[config.mk]
export PLATFORM = sky130hd
export DESIGN_NAME = raster_zctl
export DESIGN_NICKNAME = d
export VERILOG_FILES = /design/src/rtl/raster_zctl.sv
export SDC_FILE = /design/constraint.sdc
export NUM_CORES = 1
export LEC_CHECK = 0
export BUFFER_PORTS_ARGS = -buffer_cell sky130_fd_sc_hd__buf_2
export CAP_MARGIN = 0
export CORE_AREA = 2 2 109 132
export DETAILED_ROUTE_END_ITERATION = 12
export DIE_AREA = 0 0 111 134
export HOLD_SLACK_MARGIN = 0.12
export PLACE_DENSITY_LB_ADDON = 0.12
export SYNTH_ARGS = -nofsm -noshare
export SYNTH_HDL_FRONTEND = slang
export SYNTH_SLANG_ARGS = --single-unit
[constraint.sdc]
create_clock -name clk -period 5.7 [get_ports clk]
set_input_delay 0 -clock clk [delete_from_list [all_inputs] [get_ports clk]]
set_output_delay 0 -clock clk [all_outputs]
set_load 0.03 [all_outputs]
[src/rtl/raster_zctl.sv]
// Z-buffered fragment read-modify-write sequencer with full-buffer clear sweep.
// Define RASTER_ZCTL_STATS_EN to add saturating pass/fail fragment counters.
module raster_zctl #(
    parameter int H_RES  = 320,
    parameter int V_RES  = 240,
    parameter int AW     = 17,
    parameter int RD_LAT = 2
) (
    input  logic          clk,
    input  logic          reset_n,
    input  logic          frag_valid,
    output logic          frag_ready,
    input  logic [8:0]    frag_x,
    input  logic [7:0]    frag_y,
    input  logic [17:0]   frag_z,
    input  logic [15:0]   frag_color,
    input  logic          clear_start,
    output logic          clear_busy,
    output logic          clear_done,
    output logic [AW-1:0] ram_raddr,
    input  logic [17:0]   ram_rdata_z,
    output logic [AW-1:0] ram_waddr,
    output logic          ram_wren,
    output logic [15:0]   ram_wcolor,
`ifdef RASTER_ZCTL_STATS_EN
    output logic [31:0]   stat_pass,
    output logic [31:0]   stat_fail,
`endif
    output logic [17:0]   ram_wz
);

    localparam int DEPTH = H_RES * V_RES;
    localparam int LAST  = RD_LAT - 1;
    localparam logic [AW-1:0] CLR_END = AW'(DEPTH - 1);
    localparam logic [AW-1:0] H_RES_A = AW'(H_RES);

    typedef enum logic [1:0] {IDLE, RUN, DRAIN, CLEAR} state_t;

    state_t              state;
    logic [AW-1:0]       clr_cnt;
    logic [AW-1:0]       in_addr;
    logic                hazard;
    logic                accept;
    logic                zpass;
    logic                sweep_last;

    logic [RD_LAT-1:0]   stage_valid;
    logic [AW-1:0]       stage_addr  [RD_LAT];
    logic [17:0]         stage_z     [RD_LAT];
    logic [15:0]         stage_color [RD_LAT];

    // Sign-magnitude float ordering: +0 and -0 compare equal, negatives order by inverted magnitude.
    function automatic logic z_greater(input logic [17:0] a, input logic [17:0] b);
        logic a_zero;
        logic b_zero;
        a_zero = (a[16:0] == 17'd0);
        b_zero = (b[16:0] == 17'd0);
        if (a_zero && b_zero) begin
            return 1'b0;
        end
        if (a[17] != b[17]) begin
            return b[17];
        end
        if (!a[17]) begin
            return a[16:0] > b[16:0];
        end
        return a[16:0] < b[16:0];
    endfunction

    assign in_addr = AW'(frag_y) * H_RES_A + AW'(frag_x);

    // A fragment may not enter while any in-flight stage targets the same pixel,
    // so its read always observes the earlier fragment's write.
    always_comb begin
        hazard = 1'b0;
        for (int i = 0; i < RD_LAT; i++) begin
            if (stage_valid[i] && (stage_addr[i] == in_addr)) begin
                hazard = 1'b1;
            end
        end
    end

    assign frag_ready = (state == RUN) && !clear_done && !clear_start && !hazard;
    assign accept     = frag_valid && frag_ready;
    assign ram_raddr  = (state == RUN) ? in_addr : '0;
    assign zpass      = z_greater(stage_z[LAST], ram_rdata_z);
    assign sweep_last = (state == CLEAR) && (clr_cnt == CLR_END);

    always_comb begin
        ram_wren   = 1'b0;
        ram_waddr  = '0;
        ram_wcolor = '0;
        ram_wz     = '0;
        if (state == CLEAR) begin
            ram_wren  = 1'b1;
            ram_waddr = clr_cnt;
        end else if (stage_valid[LAST]) begin
            ram_wren   = zpass;
            ram_waddr  = stage_addr[LAST];
            ram_wcolor = stage_color[LAST];
            ram_wz     = stage_z[LAST];
        end
    end

    // Stage k holds the fragment whose Z read was issued k+1 cycles ago.
    always_ff @(posedge clk or negedge reset_n) begin
        if (!reset_n) begin
            stage_valid <= '0;
            for (int i = 0; i < RD_LAT; i++) begin
                stage_addr[i]  <= '0;
                stage_z[i]     <= '0;
                stage_color[i] <= '0;
            end
        end else begin
            stage_valid[0] <= accept;
            stage_addr[0]  <= in_addr;
            stage_z[0]     <= frag_z;
            stage_color[0] <= frag_color;
            for (int i = 1; i < RD_LAT; i++) begin
                stage_valid[i] <= stage_valid[i-1];
                stage_addr[i]  <= stage_addr[i-1];
                stage_z[i]     <= stage_z[i-1];
                stage_color[i] <= stage_color[i-1];
            end
        end
    end

    always_ff @(posedge clk or negedge reset_n) begin
        if (!reset_n) begin
            state      <= IDLE;
            clr_cnt    <= '0;
            clear_busy <= 1'b0;
            clear_done <= 1'b0;
        end else begin
            clear_done <= 1'b0;
            case (state)
                IDLE: begin
                    state <= RUN;
                end
                RUN: begin
                    if (clear_start) begin
                        state      <= DRAIN;
                        clear_busy <= 1'b1;
                    end
                end
                DRAIN: begin
                    if (stage_valid == '0) begin
                        state   <= CLEAR;
                        clr_cnt <= '0;
                    end
                end
                CLEAR: begin
                    if (sweep_last) begin
                        state      <= RUN;
                        clr_cnt    <= '0;
                        clear_busy <= 1'b0;
                        clear_done <= 1'b1;
                    end else begin
                        clr_cnt <= clr_cnt + 1'b1;
                    end
                end
                default: begin
                    state <= IDLE;
                end
            endcase
        end
    end

`ifdef RASTER_ZCTL_STATS_EN
    always_ff @(posedge clk or negedge reset_n) begin
        if (!reset_n) begin
            stat_pass <= '0;
            stat_fail <= '0;
        end else if (sweep_last) begin
            stat_pass <= '0;
            stat_fail <= '0;
        end else if (stage_valid[LAST]) begin
            if (zpass) begin
                if (stat_pass != '1) begin
                    stat_pass <= stat_pass + 1'b1;
                end
            end else begin
                if (stat_fail != '1) begin
                    stat_fail <= stat_fail + 1'b1;
                end
            end
        end
    end
`endif

endmodule

# Word level (Yosys, flattened, before mapping)
# Index checks and enable logic that the tools add are counted.
# op_classes
n_eq_ne	10
add_sub_neg	2
reduce_logical	20
mul	1
mux	35
magnitude_cmp	2
# op_table
op	n
17-bit two-way mux	5
18-bit two-way mux	2
17-bit equality test	2
17-bit logical NOT	2
17-bit case mux with 2 select lines	1
16-bit two-way mux	2
1-bit two-way mux	20
17-bit by 1-bit adder with 17-bit output (second input constant)	1
17-bit by 9-bit adder with 17-bit output	1
17-bit equality test (second input constant)	1
17-bit greater-than comparator	1
17-bit less-than comparator	1
8-bit by 3-bit multiplier with 11-bit output (second input constant)	1
1-bit logical AND	8
2-bit case mux with 4 select lines	1
2-bit two-way mux	3
2-bit inequality test (second input constant)	3
3-bit AND reduction	2
2-bit equality test (second input constant)	2
2-bit logical NOT	2
2-bit nonzero test	2
1-bit logical NOT	3
2-bit by 1-bit equality test with 1-bit output (second input constant)	1
1-bit case mux with 2 select lines	1
2 further kinds	2
# totals
ff_bits	125
in_bits	73
wordCells	81

# Depth between registers and ports, before layout
# Gate-level depths: netlist of run 1.
# depth
ltp_word	11
depth_mapped	12

# Worst setup path before layout of run 1
# No wires, ideal clock.
# synth_path
kind	input-to-output
from	input port frag_y[1]
to	output port frag_ready
arrival_ns	2.820
t_required_ns	5.700
path_slack_ns	2.880
cell_stages	12
cell_sequence	ha_1 > ha_1 > fa_1 > a211oi_1 > or2_0 > buf_4 > nand4_1 > or3_1 > nand2_2 > xor2_1 > nor4_2 > nor2_1
# synth_between
elab_chain_len	8
# synth_rtl
item	line_no	source
start: declaration	14	input logic [7:0] frag_y,
8-bit by 3-bit multiplier with 11-bit output *	70	assign in_addr = AW'(frag_y) * H_RES_A + AW'(frag_x);
17-bit by 9-bit adder with 17-bit output *	70	
via in_addr[14]	41	logic [AW-1:0] in_addr;
17-bit equality test	77	if (stage_valid[i] && (stage_addr[i] == in_addr)) begin
1-bit logical AND	77	
1-bit two-way mux	77	
1-bit two-way mux *	77	
1-bit logical NOT *	83	assign frag_ready = (state == RUN) && !clear_done && !clear_start && !hazard;
1-bit logical AND *	83	
end: declaration	12	output logic frag_ready,
# Mark *: on every way through the listed nets, which the timed path passes. The rest lies on a longest branch.

# Worst setup path after layout of run 1
# layout_path
from	input port frag_x[6]
to	register stage_valid[0]
# layout_between
elab_chain_len	8
# layout_rtl
item	line_no	source
start: declaration	13	input logic [8:0] frag_x,
17-bit by 9-bit adder with 17-bit output *	70	
17-bit equality test	77	
1-bit logical AND	77	
1-bit two-way mux	77	
1-bit two-way mux *	77	
1-bit logical NOT *	83	
1-bit logical AND *	83	
1-bit logical AND *	84	assign accept = frag_valid && frag_ready;
via accept	43	logic accept;
end signal: assignment	115	stage_valid[0] <= accept;
end signal: indexed assignment	120	stage_valid[i] <= stage_valid[i-1];
end: declaration	47	logic [RD_LAT-1:0] stage_valid;
# Marked as above.
# A chain may end at the register's enable or synchronous reset.

==> metrics.md, run 1 <==
| Metric | Value |
|---|---|
| Share of cells above drive strength 1 | about a quarter |
| Global route total overflow | 0 |
| Top FF cell, synth | dfrtp_1 |
| Layout area overhead | 33.4% |
| Synth Register Bits | 125 |
| Reg2reg path depth | 9 |
| HPWL Detailed | 10500 um |
| CP cell instances | dlygate4sd3_1, buf_2, ha_1, fa_1, a21oi_1, a2bb2oi_2, xnor2_1, or4_1, nor4_1, o2111ai_1, nand2_1, nor3b_1, dlygate4sd3_1 |
| Unique masters post-synth | slightly above 60 |
| Type of the tightest min-delay check | in2async |
| F_max | 287 MHz |
| Post-synth EDFFs | 0 |
| Starting Density | 44.1% |
| Slew HR | between 30% and 40% |
| CTS tree | yes |
| Worst path required time | 6000 ps |
| # DRC | 0 |
| Post-synth top area share | 52.2% |
| Critical-path top delay cell | dlygate4sd3_1 |
| Detailed Route Iter0 Violations | 238 |
| First-pass GRT wire length | roughly 23000 um |
| Synth Area per Inst | 11.4 um2 |
| Crit path largest cell delay | 560 ps |
| 1st-pass router iterations | 4 |
| Clock power frac | between 40% and 50% |
| Worst-path clk slew | roughly 60 ps |
| Post-route insts no fill | 912 |
| Die Footprint | about 0.015 mm2 |
| Largest net degree at the start of global routing | 73 |
| I/O Buffers | 144 |
| Most common cell on crit path | dlygate4sd3_1 |
| Critical path depth | 13 |
| Mapped Area | 0.00599 mm2 |
| WL/cell | 15.6 um |
| H-tree depth | 4 |
| Critical path type | in2reg |
| Area leader, netlist | dfrtp_1 |
| N_diodes | 0 |
| Arrival @ worst endpoint | 3780 ps |
| Synth Warn # | 0 |
| Final antenna-violating net count | 0 |
| Status | finished clean |
| Die H | 134 um |
| Vias in the first global route | 4672 |
| DIE WIDTH | between 100 and 150 um |
| Crit start category | primary input |
| Root buffer cell | clkbuf_16 |
| Sw frac | 27.2% |
| Comb power frac | ~14% |
| Final Hold Fails | 0 |
| Clk Latency, worst-skew pair | 420 ps |
| Final Cycle Share | 61.1% |
| CP endpoint kind | register |
| PwrDens | 300 mW/mm2 |
| Max-slew violations | 0 |
| Core area | ~0.014 mm2 |
| DR vias/cell | 5.05 |
| Peak supply drop | 0.000173 V |
| Placer Congestion | 0.845 |
| Period minus WS final | 3480 ps |
| Psw | 654 uW |
| CTS resizes | 0 |
| Total Wirelength | 14200 um |
| Clock Tree Buf Depth | 2 |
| Sequential cell fraction of total power | 41.5% |
| Placed instance area | 0.00689 mm2 |
| RSZ-0062 raised after global routing | false |
| Crit path buf inv count | 3 |
| Initial antenna violation count | 0 |
| DR vias | ~4600 |
| Clock Sinks | 125 |
| Final core utilization | 58.8% |
| Async SR Flop Fraction | 100% |
| Final instance area | 0.00799 mm2 |
| Register area share after synthesis | 52.2% |
| Fin nets | 840 |
| Least-Margin Pin Slew | 923 ps |
| Setup TNS | 0 ps |
| CP Max Fanout | 4 |
| GRT Overall Usage | between 10% and 20% |
| I/O pins | 145 |
| Leakage | 0.00398 uW |
| Critical path's top delay family | buffers and inverters |
| Synth top area cells | dfrtp_1 52%, ha_1 7.7%, and2_1 5.2% |
| P_int | approximately 1700 uW |
| MaxCap Viol Count | 0 |
| Mapped Nets | 638 |
| Placed cells | 830 |
| Final setup viols | 0 |
| Mapped Cells | about 530 |
| Max Clock Skew | 8.40 ps |
| Rows | 47 |
| CTS Buf Count | 17 |
==> cells in the mapped netlist (all sizes together) (3+ instances only) <==
cell	count
nand3	18
xnor2	19
nand2	15
o21ai	21
and2	52
dfrtp	125
clkbuf	12
o21a	5
xor2	23
ha	37
a21oi	14
or4	3
nor3b	3
o2111ai	3
a21o	9
a22o	17
or2	4
nor3	7
nand2b	6
xnor3	3
and3	13
nor4	11
nor2	28
nor2b	5
o31ai	4
inv	28
a21boi	3
nand4	8
==> layout by cell type (no fill, tap or decap), drive strengths merged, types with 9 or more instances in the layout <==
cell | Yosys | layout
buf | 2 | 147
dfrtp | 125 | 125
and2 | 52 | 52
dlygate4sd3 | 0 | 50
inv | 28 | 38
ha | 37 | 37
nor2 | 28 | 28
xor2 | 23 | 23
o21ai | 21 | 21
xnor2 | 19 | 19
nand3 | 18 | 18
a22o | 17 | 17
clkbuf | 12 | 17
nand2 | 15 | 15
a21oi | 14 | 14
and3 | 13 | 13
nor4 | 11 | 11
a21o | 9 | 9
==> worst reg2reg max path, delay by kind of cell (launching register included) <==
kind,cells,cell delay (ps)
compound gates,2,600
buf+inv,1,560
xor+xnor,1,140
simple gates,5,1150
flops,1,390
==> layout make-up <==
| type | count | area [um2] |
|---|---|---|
| flip-flops and latches | 125 | 3130 |
| fillers | 1151 | 5600 |
| clock buffers | 17 | 425 |
| multi-input cells | 359 | 2700 |
| inverters | 28 | 105 |
| well taps | 171 | 214 |
| clock inverters | 15 | 169 |
| repair buffers | 197 | 1250 |
==> kinds of logic after synthesis <==
kind of cell / count (synthesis) / share of synthesized area, %
AOI/OAI and AO/OA: 93 / 11.2
xor gates and xnor gates: 45 / 7.73
adders and majority gates: 39 / 8.40
buffers and inverters: 42 / 2.72
DFF: 125 / 52.2
muxes: 2 / 0.334
and+or+nand+nor: 180 / 17.4
==> routing by layer <==
layer	GRT usage, %	part of all wire (%)	up-vias
met2	32.9	50	124
met1	25.2	45	2210
li1	-	-	2260
met3	5.33	4.3	13
met5	0	0	-
met4	6.18	1.0	0
==> worst paths after layout <==
kind,end,from,slack (ps)
hold reg to reg,stage_z[7]$_DFF_PN0_,stage_z[25]$_DFF_PN0_,340
setup reg to reg,stage_valid[0]$_DFF_PN0_,stage_addr[22]$_DFF_PN0_,2760
setup / recovery,stage_valid[0]$_DFF_PN0_,frag_x[6],2220
min in group clk,stage_addr[25]$_DFF_PN0_,frag_y[1],170
max in group asynchronous,clr_cnt[13]$_DFFE_PN0P_,reset_n,4150
hold / removal,stage_z[5]$_DFF_PN0_,reset_n,150
==> per-stage QoR <==
stage / setup WS (ps) / hold slack [ps] / total power [uW]
3_5_place_dp: 2350 / 69.8 / 1320
6_report: 2220 / 148 / 2400
5_1_grt: 1990 / 186 / 2510
4_1_cts: 2260 / 163 / 2430
3_3_place_gp: 2460 / 55.4 / 1310
2_1_floorplan: 2880 / -296 / 1220
==> flip-flops by register name (all words and copies together), names as in the netlist <==
signal	count
stage_z	36
stage_valid	2
stage_color	32
clr_cnt	17
stage_addr	34
clear_done	1
state	2
clear_busy	1
==> repair_timing <==
| action | 4_1_cts | 5_1_grt |
|---|---|---|
| hold buffers | 50 | 0 |
| buffers inserted | 0 | 0 |
| endpoints found under the hold margin | 99 | 0 |
==> power by group through the flow <==
| stage | clock network, uW | registers (uW) | logic [uW] |
|---|---|---|---|
| 2_1_floorplan | 0 | 996 | 220 |
| 6_report | 1070 | 995 | 336 |
| 5_1_grt | 1140 | 1000 | 373 |
| 4_1_cts | 1090 | 996 | 338 |
| 3_5_place_dp | 0 | 1010 | 308 |
| 3_3_place_gp | 0 | 1010 | 302 |
(Power assumes the default switching activity.)
==> inputs of run 2 (changes only) <==
- clock period: 5.7 -> 3.1 ns (I/O delays scaled with it)
==> run 2 against run 1 <==
Effect of this change: cell count rose by 1.9%; critical endpoint is now frag_ready; final area up 3.0%; highest routed layer unchanged; global-route usage up 0.46 points; critical path type is now in2out.
==> metrics.md, run 2 (synthesis gave the netlist of run 1 again) <==
| Metric | Value |
|---|---|
| Status | finished clean (unchanged) |
| Final setup viols | 0 (unchanged) |
| First-pass GRT wire length | 23800 um (was 22900 um) |
| Detailed Route Iter0 Violations | 245 (was 238) |
| Sequential Area | 0.00313 mm2 (unchanged) |
| Core area | 0.0136 mm2 (unchanged) |
| Critical path type | in2out (was in2reg) |
| Total Wirelength | 14500 um (was 14200 um) |
| Worst-path clk slew | 60 ps (about the same) |
| Clock Tree Buf Depth | 2 (unchanged) |
| Clock Sinks | 125 (unchanged) |
| Clk Latency, worst-skew pair | 420 ps (about the same) |
| Critical-path top delay cell | dlygate4sd3_1 (unchanged) |
| Worst path required time | 3100 ps (was 6000 ps) |
| Die H | 134 um (unchanged) |
| 1st-pass router iterations | 6 (was 4) |
| Commonest non-fill, non-tap cell in the layout | buf_2 (unchanged) |
| Sequential cell fraction of total power | 40.9% (was 41.5%) |
| Worst R2R Setup Slack | 740 ps (was 2760 ps) |
| GRT Overall Usage | 20.2% (was 19.7%) |
| Vias in the first global route | 4828 (was 4672) |
| H-tree depth | 4 (unchanged) |
| Sw frac | 28.5% (was 27.2%) |
| Placed cells | 846 (was 830) |
| Final antenna-violating net count | 0 (unchanged) |
| PwrDens | 545 mW/mm2 (was 300 mW/mm2) |
| Crit start category | primary input (unchanged) |
| Placer Congestion | 0.808 (was 0.845) |
| HPWL Detailed | 10800 um (was 10500 um) |
| CTS Buf Count | 17 (unchanged) |
| Largest net degree at the start of global routing | 58 (was 73) |
| RSZ-0062 raised after global routing | false (unchanged) |
| Post-route insts no fill | 929 (was 912) |
| MaxCap Viol Count | 0 (unchanged) |
| CP endpoint kind | output port (was register) |
| CP cell instances | dlygate4sd3_1, buf_2, ha_1, nor2_1, or2_2, xnor2_2, xnor2_1, o2111ai_1, a2111o_1, nor4_4, nor2_2, buf_4 (was dlygate4sd3_1, buf_2, ha_1, fa_1, a21oi_1, a2bb2oi_2, xnor2_1, or4_1, nor4_1, o2111ai_1, nand2_1, nor3b_1, dlygate4sd3_1) |
| Period minus WS final | 2950 ps |
| Fin nets | 857 (was 840) |
| Commonest non-fill, non-tap cells in the layout | 142 x buf_2, 125 x dfrtp_1, 50 x and2_1, 47 x dlygate4sd3_1, 35 x ha_1 (was 143 x buf_2, 125 x dfrtp_1, 50 x and2_1, 50 x dlygate4sd3_1, 37 x ha_1) |
| Critical path's top delay family | buffers and inverters (unchanged) |
| Max reg flops | 36 (unchanged) |
| Final Hold Fails | 0 (unchanged) |
| I/O Buffers | 144 (unchanged) |
| DR vias | 4734 (was 4607) |
| Share of cells above drive strength 1 | 30.7% (was 26.7%) |
| Max Clock Skew | 6.82 ps (was 8.40 ps) |
| Multi-input logic area | 0.00282 mm2 (was 0.00270 mm2) |
| # DRC | 0 (unchanged) |
| F_max | 339 MHz |
| Crit path buf inv count | 3 (unchanged) |
| Most flops, register | stage_z (unchanged) |
| I/O pins | 145 (unchanged) |
| P_int | 3210 uW (was 1750 uW) |
| Max-slew violations | 0 (unchanged) |
| Initial antenna violation count | 0 (unchanged) |
| Layout area overhead | 37.4% (was 33.4%) |
| Global route total overflow | 0 (unchanged) |
| CP Max Fanout | 4 (unchanged) |
| Die Footprint | 0.0149 mm2 (unchanged) |
| Total power | 4480 uW (was 2400 uW) |
| DR vias/cell | 5.10 (was 5.05) |
| Crit path largest cell delay | 540 ps (was 560 ps) |
| Leakage | 0.00409 uW (was 0.00398 uW) |
| N_diodes | 0 (unchanged) |
| CTS tree | yes (unchanged) |
| WHS | 165 ps (was 148 ps) |
| Root buffer cell | clkbuf_16 (unchanged) |
| Filler cells | 1136 (was 1151) |
| Least-Margin Pin Slew | 761 ps (was 923 ps) |
| DIE WIDTH | 111 um (unchanged) |
| Final Cycle Share | between 90% and 100% |
| WL/cell | 15.7 um (was 15.6 um) |
| Rows | 47 (unchanged) |
| Comb power frac | 15.9% (was 14.0%) |
| Starting Density | 44.1% (unchanged) |
| Type of the tightest min-delay check | in2reg (was in2async) |
| Psw | 1280 uW (was 654 uW) |
| Biggest regs | stage_z: 36 flops, stage_addr: 34 flops, stage_color: 32 flops (unchanged) |
| Arrival @ worst endpoint | 2950 ps (was 3780 ps) |
| Clock power frac | 43.2% (was 44.6%) |
| Slew HR | 49.0% (was 38.5%) |
| Peak supply drop | 0.000381 V (was 0.000173 V) |
-- run 2: tightest hold or removal path, stage by stage --
cell and delay, ps:
buf_2 110, ha_4 140, ha_4 170, xnor2_2 100
-- run 2: power groups by stage --
stage / Combinational [uW] / Sequential (uW) / Clock (uW)
after global routing: 792 / 1850 / 2060
after global placement: 593 / 1860 / 0
final: 714 / 1830 / 1940
after detailed placement: 606 / 1860 / 0
after floorplan: 404 / 1830 / 0
after CTS: 663 / 1830 / 1980
-- run 2: per-stage QoR --
stage | worst slack [ps] | setup TNS (ps) | util [%] | instance area, um2
2_1_floorplan | 280 | 0 | - | 5990
3_3_place_gp | 45.3 | 0 | 51.6 | 7010
3_5_place_dp | -42.3 | -42.3 | 51.6 | 7010
4_1_cts | 45.9 | 0 | 59.6 | 8090
5_1_grt | 8.36 | 0 | 60.6 | 8230
6_report | 150 | 0 | 60.6 | 8230
-- run 2: path summary, 6_finish.rpt --
path	endpoint	cells after the start	from
setup / recovery	frag_ready	12	frag_x[8]
hold / removal	stage_addr[26]$_DFF_PN0_	4	frag_y[3]
setup reg to reg	stage_valid[0]$_DFF_PN0_	9	stage_addr[19]$_DFF_PN0_
hold reg to reg	stage_color[8]$_DFF_PN0_	0	stage_color[24]$_DFF_PN0_
max in group asynchronous	stage_color[3]$_DFF_PN0_	3	reset_n
min in group asynchronous	stage_z[23]$_DFF_PN0_	2	reset_n
-- run 2: area by class of cell --
cell class	count	area share, %
Clock buffer	17	5.17
Clock inverter	15	2.08
Inverter	28	1.28
Multi-Input combinational cell	359	34.2
Sequential cell	125	38.0
Tap cell	171	2.60
Timing Repair Buffer	214	16.6
-- run 2: timing repair --
item	4_1_cts	5_1_grt
resized for setup	3	22
pin swaps	1	7
hold endpoints to repair	100	0
hold buffers	47	0
buffers inserted	0	4
setup endpoints to repair	1	1
-- run 2: per-layer routing --
metal | vias up | track usage, % | share of wire, %
li1 | 2292 | - | -
met4 | 0 | 7.64 | 1.9
met5 | - | 0 | 0
met3 | 18 | 4.61 | 4.4
met1 | 2312 | 25.3 | 42
met2 | 112 | 34.2 | 51
==> inputs of run 3 (changes only) <==
- CORE_AREA: 2 2 109 132 -> 2 2 104 127
- DIE_AREA: 0 0 111 134 -> 0 0 106 129
==> run 3 against run 2 <==
Effect of this change: first-iteration DRC count down 9.0%; sequential power about the same; final area down 1.3%; critical endpoint unchanged; die area down 8.1%; count of clock-buffer cells in the layout unchanged; clock power about the same; sequential cell count unchanged; cell count down 1.3%; power down 0.40%.
==> metrics.md, run 3 (synthesis gave the netlist of run 1 again) <==
| Metric | Value |
|---|---|
| Clock Sinks | 125 (unchanged) |
| Commonest non-fill, non-tap cell in the layout | buf_2 (unchanged) |
| Final antenna-violating net count | 0 (unchanged) |
| First-pass GRT wire length | 23400 um (was 23800 um) |
| DIE WIDTH | 106 um (was 111 um) |
| H-tree depth | 4 (unchanged) |
| Sw frac | 27.3% (was 28.5%) |
| Place WS | 19.4 ps (was -42.3 ps) |
| GRT Overall Usage | 22.1% (was 20.2%) |
| Core area | 0.0124 mm2 (was 0.0136 mm2) |
| Most flops, register | stage_z (unchanged) |
| Max-slew violations | 0 (unchanged) |
| Max Clock Skew | 6.86 ps (was 6.82 ps) |
| Sequential Area | 0.00313 mm2 (unchanged) |
| Placed cells | 835 (was 846) |
| P_int | 3250 uW (was 3210 uW) |
| Layout area overhead | 35.7% (was 37.4%) |
| Multi-input logic area | 0.00275 mm2 (was 0.00282 mm2) |
| Final setup viols | 0 (unchanged) |
| Clk Latency, worst-skew pair | 410 ps (was 420 ps) |
| Max reg flops | 36 (unchanged) |
| Final Cycle Share | 94.7% (was 95.2%) |
| PwrDens | 550 mW/mm2 (was 545 mW/mm2) |
| Post-route insts no fill | 917 (was 929) |
| Final core utilization | 65.3% (was 60.6%) |
| CP endpoint kind | output port (unchanged) |
| Crit start category | primary input (unchanged) |
| Sequential cell fraction of total power | 41.1% (was 40.9%) |
| F_max | 341 MHz (was 339 MHz) |
| I/O Buffers | 144 (unchanged) |
| RSZ-0062 raised after global routing | false (unchanged) |
| Commonest non-fill, non-tap cells in the layout | 142 x buf_2, 125 x dfrtp_1, 50 x and2_1, 49 x dlygate4sd3_1, 37 x ha_1 (was 142 x buf_2, 125 x dfrtp_1, 50 x and2_1, 47 x dlygate4sd3_1, 35 x ha_1) |
| MaxCap Viol Count | 0 (unchanged) |
| CTS Buf Count | 17 (unchanged) |
| Peak supply drop | 0.000327 V (was 0.000381 V) |
| DR vias | 4700 (was 4734) |
| Vias in the first global route | 4841 (was 4828) |
| WL/cell | 15.7 um (about the same) |
| Least-Margin Pin Slew | 670 ps (was 761 ps) |
| WHS | 166 ps (was 165 ps) |
| Clock power frac | 43.9% (was 43.2%) |
| Clock Tree Buf Depth | 2 (unchanged) |
| I/O pins | 145 (unchanged) |
| Rows | 45 (was 47) |
| CTS tree | yes (unchanged) |
| Critical path type | in2out (unchanged) |
| Comb power frac | 15.0% (was 15.9%) |
| N_diodes | 0 (unchanged) |
| DR vias/cell | 5.13 (was 5.10) |
| Setup TNS | 0 ps (unchanged) |
| Placer Congestion | 0.871 (was 0.808) |
| Biggest regs | stage_z: 36 flops, stage_addr: 34 flops, stage_color: 32 flops (unchanged) |
| Worst path required time | 3100 ps (about the same) |
| CP Max Fanout | 6 (was 4) |
| Status | finished clean (unchanged) |
| Type of the tightest min-delay check | in2reg (unchanged) |
| Worst-path clk slew | 60 ps (about the same) |
| Total Wirelength | 14400 um (was 14500 um) |
| Fin nets | 852 (was 857) |
| # DRC | 0 (unchanged) |
| Die Footprint | 0.0137 mm2 (was 0.0149 mm2) |
| Arrival @ worst endpoint | 2930 ps (was 2950 ps) |
| Global route total overflow | 0 (unchanged) |
| HPWL Detailed | 10400 um (was 10800 um) |
| Leakage | 0.00406 uW (was 0.00409 uW) |
| Period minus WS final | 2930 ps (was 2950 ps) |
| Share of cells above drive strength 1 | 29.2% (was 30.7%) |
| Slew HR | 55.4% (was 49.0%) |
| PnR worst setup slack | 165 ps (was 150 ps) |
| Detailed Route Iter0 Violations | 223 (was 245) |
| Largest net degree at the start of global routing | 87 (was 58) |
| Initial antenna violation count | 0 (unchanged) |
| Final Hold Fails | 0 (unchanged) |
| Filler cells | 1003 (was 1136) |
| Root buffer cell | clkbuf_16 (unchanged) |
| Psw | 1220 uW (was 1280 uW) |
| Starting Density | 48.1% (was 44.1%) |
| 1st-pass router iterations | 4 (was 6) |
| Die H | 129 um (was 134 um) |
==> run 3: cell count changes in the layout (fill, tap and decap cells not counted), moves of 2 or more <==
cell and delta:
dlygate4sd3_1 +2, ha_4 -2, inv_8 +2, buf_4 -8, clkinv_8 -4, ha_1 +2
==> run 3: metal layers <==
metal | vias up | share of wire, % | routed length [um] | global-route usage (%)
met5 | - | 0 | 0 | 0
met3 | 17 | 3.5 | 501 | 4.51
met2 | 108 | 50 | 7240 | 37.5
met1 | 2292 | 45 | 6430 | 28.3
met4 | 0 | 1.6 | 224 | 7.82
li1 | 2283 | - | - | -
==> run 3: power groups by stage <==
stage                     registers, uW  clock network, uW  logic (uW)
after floorplan                    1830                  0         404
after global placement             1860                  0         586
after detailed placement           1860                  0         597
after CTS                          1830               2000         652
after global routing               1850               2090         747
final                              1830               1960         671
==> run 3: layout make-up <==
cell class	count	share of cell area, %
sequential	125	38.5
multi-input combinational	359	33.8
timing repair buffer	209	16.6
clock buffer	17	5.23
tap	164	2.53
clock inverter	15	2.05
inverter	28	1.29
==> run 3: worst paths after layout <==
path	to	from	depth (start not counted)	slack [ps]
setup / recovery	frag_ready	frag_y[1]	14	170
hold / removal	stage_addr[25]$_DFF_PN0_	frag_x[8]	4	170
setup reg to reg	clr_cnt[13]$_DFFE_PN0P_	state[0]$_DFFE_PN0P_	9	810
hold reg to reg	stage_color[0]$_DFF_PN0_	stage_color[16]$_DFF_PN0_	0	350
max in group asynchronous	stage_z[5]$_DFF_PN0_	reset_n	4	1490
min in group asynchronous	stage_z[4]$_DFF_PN0_	reset_n	3	640
==> run 3: critical path, stage by stage <==
cell and delay (ps):
buf_2 130, ha_1 290, ha_1 230, fa_2 380
a211oi_1 260, buf_4 170, o21ai_0 80, a221o_2 480
o2111ai_1 210, a21oi_1 90, o2111ai_1 180, nand2_1 100
nor2_1 160, buf_4 190
==> run 3: what timing repair did <==
item,CTS,global route
hold buffers,49,0
resized for setup,0,13
endpoints found under the setup margin,0,1
endpoints found under the hold margin,162,0
setup buffers,0,1
==> run 3: stage by stage <==
step           power, uW  cell area, um2
6_report            4470            8130
3_5_place_dp        2460            6990
3_3_place_gp        2440            6990
4_1_cts             4490            8070
2_1_floorplan       2240            5990
5_1_grt             4680            8130
